===== src/rtl/fir_dequant_mac.sv =====
`default_nettype none
// ============================================================================
// Module   : fir_dequant_mac
// Purpose  : Streaming multiply-accumulate with per-product dequantization.
//            Pops TAPS (sample, coefficient) pairs from an FWFT FIFO, divides
//            each product by 2^BITS (truncating toward zero) and pushes the
//            wrapped sum to a downstream FIFO.
// Revision : 1.0 - initial release
// ============================================================================
module fir_dequant_mac #(
    parameter int DATA_SIZE = 32,
    parameter int BITS      = 10,
    parameter int TAPS      = 8
) (
    input  logic                 clock,
    input  logic                 reset,
    input  logic                 in_empty,
    output logic                 in_rd_en,
    input  logic [DATA_SIZE-1:0] x_in,
    input  logic [DATA_SIZE-1:0] coeff_in,
    input  logic                 out_full,
    output logic                 out_wr_en,
    output logic [DATA_SIZE-1:0] out_din
);

    localparam int c_prod_w = 2 * DATA_SIZE;
    localparam int c_cnt_w  = (TAPS > 1) ? $clog2(TAPS) : 1;

    localparam logic [c_cnt_w-1:0]  c_last_tap = c_cnt_w'(TAPS - 1);
    localparam logic [c_prod_w-1:0] c_bias     = c_prod_w'((64'd1 << BITS) - 64'd1);

    localparam logic [0:0] c_s_acc = 1'b0;
    localparam logic [0:0] c_s_out = 1'b1;

    logic [0:0]           r_state;
    logic [0:0]           w_state_next;
    logic [c_cnt_w-1:0]   r_count;
    logic [DATA_SIZE-1:0] r_acc;

    logic                 w_pop;
    logic                 w_push;
    logic                 w_last_pop;

    logic [c_prod_w-1:0]  w_x_ext;
    logic [c_prod_w-1:0]  w_c_ext;
    logic [c_prod_w-1:0]  w_prod;
    logic [c_prod_w-1:0]  w_biased;
    logic [DATA_SIZE-1:0] w_deq;
    logic                 w_unused_bits;

    // Full-width signed product; a bias of 2^BITS-1 on negative products
    // turns the arithmetic shift into truncation toward zero.
    always_comb begin
        w_x_ext  = {{DATA_SIZE{x_in[DATA_SIZE-1]}}, x_in};
        w_c_ext  = {{DATA_SIZE{coeff_in[DATA_SIZE-1]}}, coeff_in};
        w_prod   = w_x_ext * w_c_ext;
        w_biased = w_prod + (w_prod[c_prod_w-1] ? c_bias : '0);
        // Bits [BITS +: DATA_SIZE] equal the low DATA_SIZE bits of (biased >>> BITS).
        w_deq    = w_biased[BITS +: DATA_SIZE];
        w_unused_bits = ^{w_biased[c_prod_w-1:BITS+DATA_SIZE], w_biased[BITS-1:0]};
    end

    // State register.
    always_ff @(posedge clock or posedge reset) begin
        if (reset) begin
            r_state <= c_s_acc;
        end else begin
            r_state <= w_state_next;
        end
    end

    // Next-state: leave S_ACC on the TAPS-th pop, leave S_OUT on the push.
    always_comb begin
        w_state_next = r_state;
        case (r_state)
            c_s_acc: if (w_last_pop) w_state_next = c_s_out;
            c_s_out: if (w_push)     w_state_next = c_s_acc;
            default:                 w_state_next = c_s_acc;
        endcase
    end

    // Output decode; the pop is also masked by reset so nothing is consumed
    // while the block is held in reset.
    always_comb begin
        w_pop      = 1'b0;
        w_push     = 1'b0;
        out_din    = '0;
        case (r_state)
            c_s_acc: w_pop = !in_empty && !reset;
            c_s_out: begin
                w_push  = !out_full;
                out_din = r_acc;
            end
            default: ;
        endcase
        w_last_pop = w_pop && (r_count == c_last_tap);
        in_rd_en   = w_pop;
        out_wr_en  = w_push;
    end

    // Accumulator and tap counter; both hold across upstream empty gaps.
    always_ff @(posedge clock or posedge reset) begin
        if (reset) begin
            r_count <= '0;
            r_acc   <= '0;
        end else if (w_pop) begin
            r_acc   <= r_acc + w_deq;
            r_count <= w_last_pop ? '0 : r_count + 1'b1;
        end else if (w_push) begin
            r_acc   <= '0;
        end
    end

endmodule
`default_nettype wire


===== config.mk =====
export PLATFORM = sky130hd
export DESIGN_NAME = fir_dequant_mac
export DESIGN_NICKNAME = d
export VERILOG_FILES = /design/src/rtl/fir_dequant_mac.sv
export SDC_FILE = /design/constraint.sdc
export NUM_CORES = 2
export LEC_CHECK = 0
export BUFFER_PORTS_ARGS = -buffer_cell sky130_fd_sc_hd__clkbuf_2
export CORE_MARGIN = 8
export CORE_UTILIZATION = 45
export CTS_BUF_LIST = sky130_fd_sc_hd__clkbuf_8
export DETAILED_ROUTE_END_ITERATION = 16
export GPL_TIMING_DRIVEN = 0
export SLEW_MARGIN = 20
export SYNTH_ARGS = -nofsm -noshare
export SYNTH_HDL_FRONTEND = slang
export SYNTH_SLANG_ARGS = --single-unit

===== constraint.sdc =====
create_clock -name clock -period 3.05 [get_ports clock]
set_input_delay 0.4575 -clock clock [delete_from_list [all_inputs] [get_ports clock]]
set_output_delay 0.4575 -clock clock [all_outputs]
set_load 0.01 [all_outputs]

# After elaboration in Yosys (flattened, before gate mapping)
# Index checks and enable logic that the tools add are counted.
op_classes:
  mux: 10
  n_eq_ne: 1
  bitwise_logic: 1
  reduce_logical: 6
  addsub: 3
  mul: 1
ops:
  columns: ["cell", "count"]
  rows:
  - ["2-to-1 mux 32 bit", 3]
  - ["multiplier 32 x 32 -> 64 bit", 1]
  - ["adder 42 x 10 -> 42 bit", 1]
  - ["adder 32 bit", 1]
  - ["2-to-1 mux 10 bit", 1]
  - ["2-to-1 mux 1 bit", 4]
  - ["adder 3 x 1 -> 3 bit, second input constant", 1]
  - ["equality test 3 bit, second input constant", 1]
  - ["logical NOT 1 bit", 3]
  - ["2-to-1 mux 3 bit", 1]
  - ["logical AND 1 bit", 2]
  - ["one-hot mux 1 bit (2 select lines)", 1]
  - ["nonzero test 2 bit", 1]
  - ["inverter 1 bit", 1]
totals:
  elab_cells: 25
  reg_bits: 36
  output_inout_bits: 34
  in_bits: 68

# Logic depth before layout (Yosys ltp)
logic_depth:
  ltp_word: 6
  mapped_depth: 51
  depth_no_buf: 47

# Worst setup path after synthesis
# No wires, ideal clock.
synth_path:
  kind: "input -> register"
  start: "input port x_in[31]"
  end: "register r_acc[31]"
  arrival_ns: 11.697
  setup_time_ns: 0.122
  t_required_ns: 2.928
  slack_ns: -8.768
  path_stages: 48
  path_buffers: 3
  path_cell_list: "clkbuf_1 -> nand2_1 -> inv_1 -> fa_1 -> inv_1 -> fa_1 -> inv_1 -> fa_1 -> fa_1 -> inv_1 -> fa_1 -> inv_1 -> fa_1 -> inv_1 -> fa_1 -> inv_1 -> fa_1 -> ha_1 -> [12 not listed] -> buf_2 -> or2_1 -> buf_6 -> nor2_1 -> xnor2_1 -> ha_1 -> a21o_1 -> a2111oi_0 -> o211a_1 -> nor4b_1 -> o22ai_1 -> o21ai_0 -> o41ai_1 -> o22ai_1 -> xor2_1 -> and2_1 -> mux2i_1 -> nand2_1"
synth_between:
  elab_chain_cells: 5
synth_lines:
  columns: ["element", "line_no", "rtl"]
  rows:
  - ["start: declaration", "19", "input logic [DATA_SIZE-1:0] x_in,"]
  - ["multiplier 32 x 32 -> 64 bit (*)", "56", "w_prod = w_x_ext * w_c_ext;"]
  - ["2-to-1 mux 10 bit", "57", "w_biased = w_prod + (w_prod[c_prod_w-1] ? c_bias : '0);"]
  - ["adder 42 x 10 -> 42 bit (*)", "57", null]
  - ["adder 32 bit (*)", "107", "r_acc <= r_acc + w_deq;"]
  - ["2-to-1 mux 32 bit (*)", "106", "end else if (w_pop) begin"]
  - ["end signal: assignment", "107", null]
  - ["end: declaration", "38", "logic [DATA_SIZE-1:0] r_acc;"]
# Every way passes the cells marked *; elsewhere a longest branch is shown, timed or not.
# A chain may end at the register's enable or synchronous reset.

# Worst setup path in the final report
layout_path:
  start: "input port coeff_in[12]"
  end: "register r_acc[10]"
layout_between:
  elab_chain_cells: 5
layout_lines:
  columns: ["element", "line_no", "rtl"]
  rows:
  - ["start: declaration", "20", "input logic [DATA_SIZE-1:0] coeff_in,"]
  - ["multiplier 32 x 32 -> 64 bit (*)", "56", null]
  - ["2-to-1 mux 10 bit", "57", null]
  - ["adder 42 x 10 -> 42 bit (*)", "57", null]
  - ["adder 32 bit (*)", "107", null]
  - ["2-to-1 mux 32 bit (*)", "106", null]
# Marked as above.

==> impl_metrics.py <==
metrics = {
    "status": {
        "run_status": "finished, violations left",
        "violations": "negative setup slack",
    },
    "layout": {
        "seq_area_um2": 900.9,
        "n_fill_cell": 8460,
        "multiInputGateArea_um2": 34600,
        "final_common_cell": "fa_1",
        "nets": 5952,
        "synthToLayoutAreaGrowth_pct": 12.15,
        "drive_gt1_share_pct": 12.55,
        "most-common-layout-cells": "1072 x fa_1, 1045 x inv_1, 647 x nand2_1",
        "stdcell_area_um2": 44460,
    },
    "timing": {
        "max_freq_ghz": 0.08219,
        "final_max_slew_viol_count": 0,
        "tightestPinTransition_ns": 1.083,
        "finalHoldViolCount": 0,
        "finalCritPeriodShare_pct": 398.9,
        "setup_viol": 32,
        "clock_skew_ns": 0.007613,
        "fin_ws_ns": -9.116,
        "maxSlewHeadroom_pct": 27.26,
        "finalCriticalPeriod_ns": 12.17,
        "rsz0062_at_grt": "true",
    },
    "yosys": {
        "synth_ff_type": "dfrtp_1",
        "ys_seq_elements": 36,
        "syn_nets": 5728,
        "netlist_area_um2": 39650,
        "netlist_top_cells_area": "fa_1 55%, inv_1 10%, and2_1 7.0%, ha_1 6.9%, nand2_1 6.2%",
        "ys_seq_area_share_pct": 2.272,
        "synth.avg_cell_area_um2": 9.098,
        "ys_types": 88,
        "syn_inst": 4358,
        "yosysTopAreaCell": "fa_1",
        "netlist.area_leader.share_pct": 54.68,
        "yosysWarningCount": 0,
        "async_reset_ff_share_pct": 100.0,
        "synth_edf_count": 0,
    },
    "clocking": {
        "clock-sinks": 36,
        "clockRootBuffer": "clkbuf_8",
        "htree_num_levels": 2,
        "clk_pin_slew_ns": 0.08,
        "cts_buffers": 5,
        "max-clock-path-buffers": 2,
        "cts_tree": "done",
        "clk_latency_ns": 0.31,
    },
    "floorplan": {
        "die_width_um": 312.8,
        "start_util_pct": 45.14,
        "row_count": 109,
        "die_y_um": 312.8,
        "core_um2": 87830,
        "die_area_um2": 97860,
        "io_pins": 102,
    },
    "global_route": {
        "grt_pass1_vias": 33135,
        "antenna_found_initial": 26,
        "grt_use_total_pct": 30.50,
        "grt_pass1_wl_mm": 218.4,
        "grt_start_max_net_pins": 20,
        "grt.overflow.total": 0,
    },
    "critical_path": {
        "worst_path_largest_cell_delay_ns": 0.84,
        "crit_fanout": 10,
        "crit_type": "in -> reg",
        "cp_slowest_cell": "fa_1",
        "cp_common_cell": "buf_6",
        "cp-start-kind": "input pin",
        "end_kind": "register",
        "crit_required_ns": 3.22,
        "arrival_ns": 12.34,
    },
    "placement": {
        "globalplace.congestion": 1.009,
        "io_buffers": 101,
        "dpl_cell_area_um2": 41810,
        "hpwl_mm": 122.6,
        "post-place-ws_ns": -11.63,
    },
    "routing": {
        "dr.pass1.iters": 8,
        "post-route-drc-count": 0,
        "ant_nets": 0,
        "drt_iter0_markers": 2691,
        "via_per_inst": 5.475,
        "routed_wl_mm": 148.9,
        "dr_total_vias": 31548,
        "wire_per_inst_um": 25.84,
    },
    "worst_hold_path": {
        "min_path_type": "in -> async",
    },
    "job": {
        "maxCapViolations": 0,
    },
}
[per-layer routing]
metal  part of all wire (%)  track usage, %
met3                    8.9           5.591
met4                    7.2           17.27
met2                     46           48.80
met5                  0.017               0
met1                     38           38.99
[logic make-up (layout without fill, tap and decap cells)]
logic type | count (synthesis) | in the layout | share of synthesized area (%)
other | 0 | 15 | 0
muxes | 7 | 7 | 0.1893
and+or+nand+nor | 1348 | 1348 | 16.80
AOI/OAI and AO/OA | 267 | 267 | 4.529
xor gates and xnor gates | 103 | 103 | 2.275
buffers and inverters | 1295 | 1519 | 12.34
adders and majority gates | 1302 | 1302 | 61.59
DFF | 36 | 36 | 2.272
[critical path: cells and delay by family]
kind | cells | cell delay [ns]
AND/OR/NAND/NOR | 10 | 2.24
AO/OA/AOI/OAI | 8 | 1.05
buffers and inverters | 21 | 2.52
XOR/XNOR | 3 | 0.38
multiplexers | 1 | 0.29
adder cells (fa/ha/maj) | 11 | 5.35
[what timing repair did]
item                                    in CTS  in global routing
endpoints found under the setup margin      32                 32
resized for setup                          443                 86
setup buffers                               91                 33
hold endpoints to repair                     0                  0
pin swaps                                   67                 58
hold buffers                                 0                  0
[final timing paths]
check | startpoint | endpoint | slack [ns] | depth (start not counted)
max | coeff_in[12] | r_acc[10] | -9.12 | 54
min | reset | r_count[0] | 0.14 | 2
max reg2reg | r_acc[0] | r_acc[10] | -0.67 | 24
min reg2reg | r_count[2] | r_count[2] | 0.48 | 2
max in group asynchronous | reset | r_acc[17] | 2.47 | 3
min in group clock | out_full | r_state | 0.40 | 2
[cells in the mapped netlist (6+ instances only)]
master     instances
dfrtp_1           36
ha_1             219
clkbuf_1         216
mux2i_1            6
o211ai_1           8
or3_1              9
nor4_1             7
a31oi_1            6
nor2_1            67
or4_1              7
o21a_1            14
o21ai_0           66
nand2_1          653
xor2_1            35
nand3_1           58
a21oi_1           63
xnor2_1           68
nand2b_1          20
o21bai_1           8
inv_1           1065
and3_1             9
a2111oi_0          7
a211oi_1          11
a21o_1            25
and2_1           441
buf_2              8
nor3_1            24
fa_1            1083
nand4_1           15
[final cells by class]
| cell class | count | share of cell area [%] |
|---|---|---|
| tap | 1165 | 3.278 |
| sequential | 36 | 2.026 |
| buffer | 225 | 3.748 |
| antenna | 15 | 0.08442 |
| clock buffer | 7 | 0.2167 |
| timing repair buffer | 222 | 3.774 |
| inverter | 1065 | 9.058 |
| multi-input combinational | 3027 | 77.81 |
[sequential cells by signal, summed over array words and instances (netlist names)]
register / flops
r_count: 3
r_acc: 32
r_state: 1
[through the flow]
step / hold slack, ns / instances / setup TNS, ns / util (%)
global route: 0.1669 / 5750 / -267.55 / 50.59
finish: 0.1408 / 5762 / -260.06 / 50.63
global placement: 0.4580 / 5624 / -331.34 / 47.57
detailed placement: 0.4696 / 5625 / -331.76 / 47.61
CTS: 0.1506 / 5721 / -255.79 / 50.03
floorplan: 0.4453 / 4358 / -234.86 / -
Power is left out: the tool's default activity adds up to more than one toggle a clock period on the data nets, which glitch-free logic cannot reach.
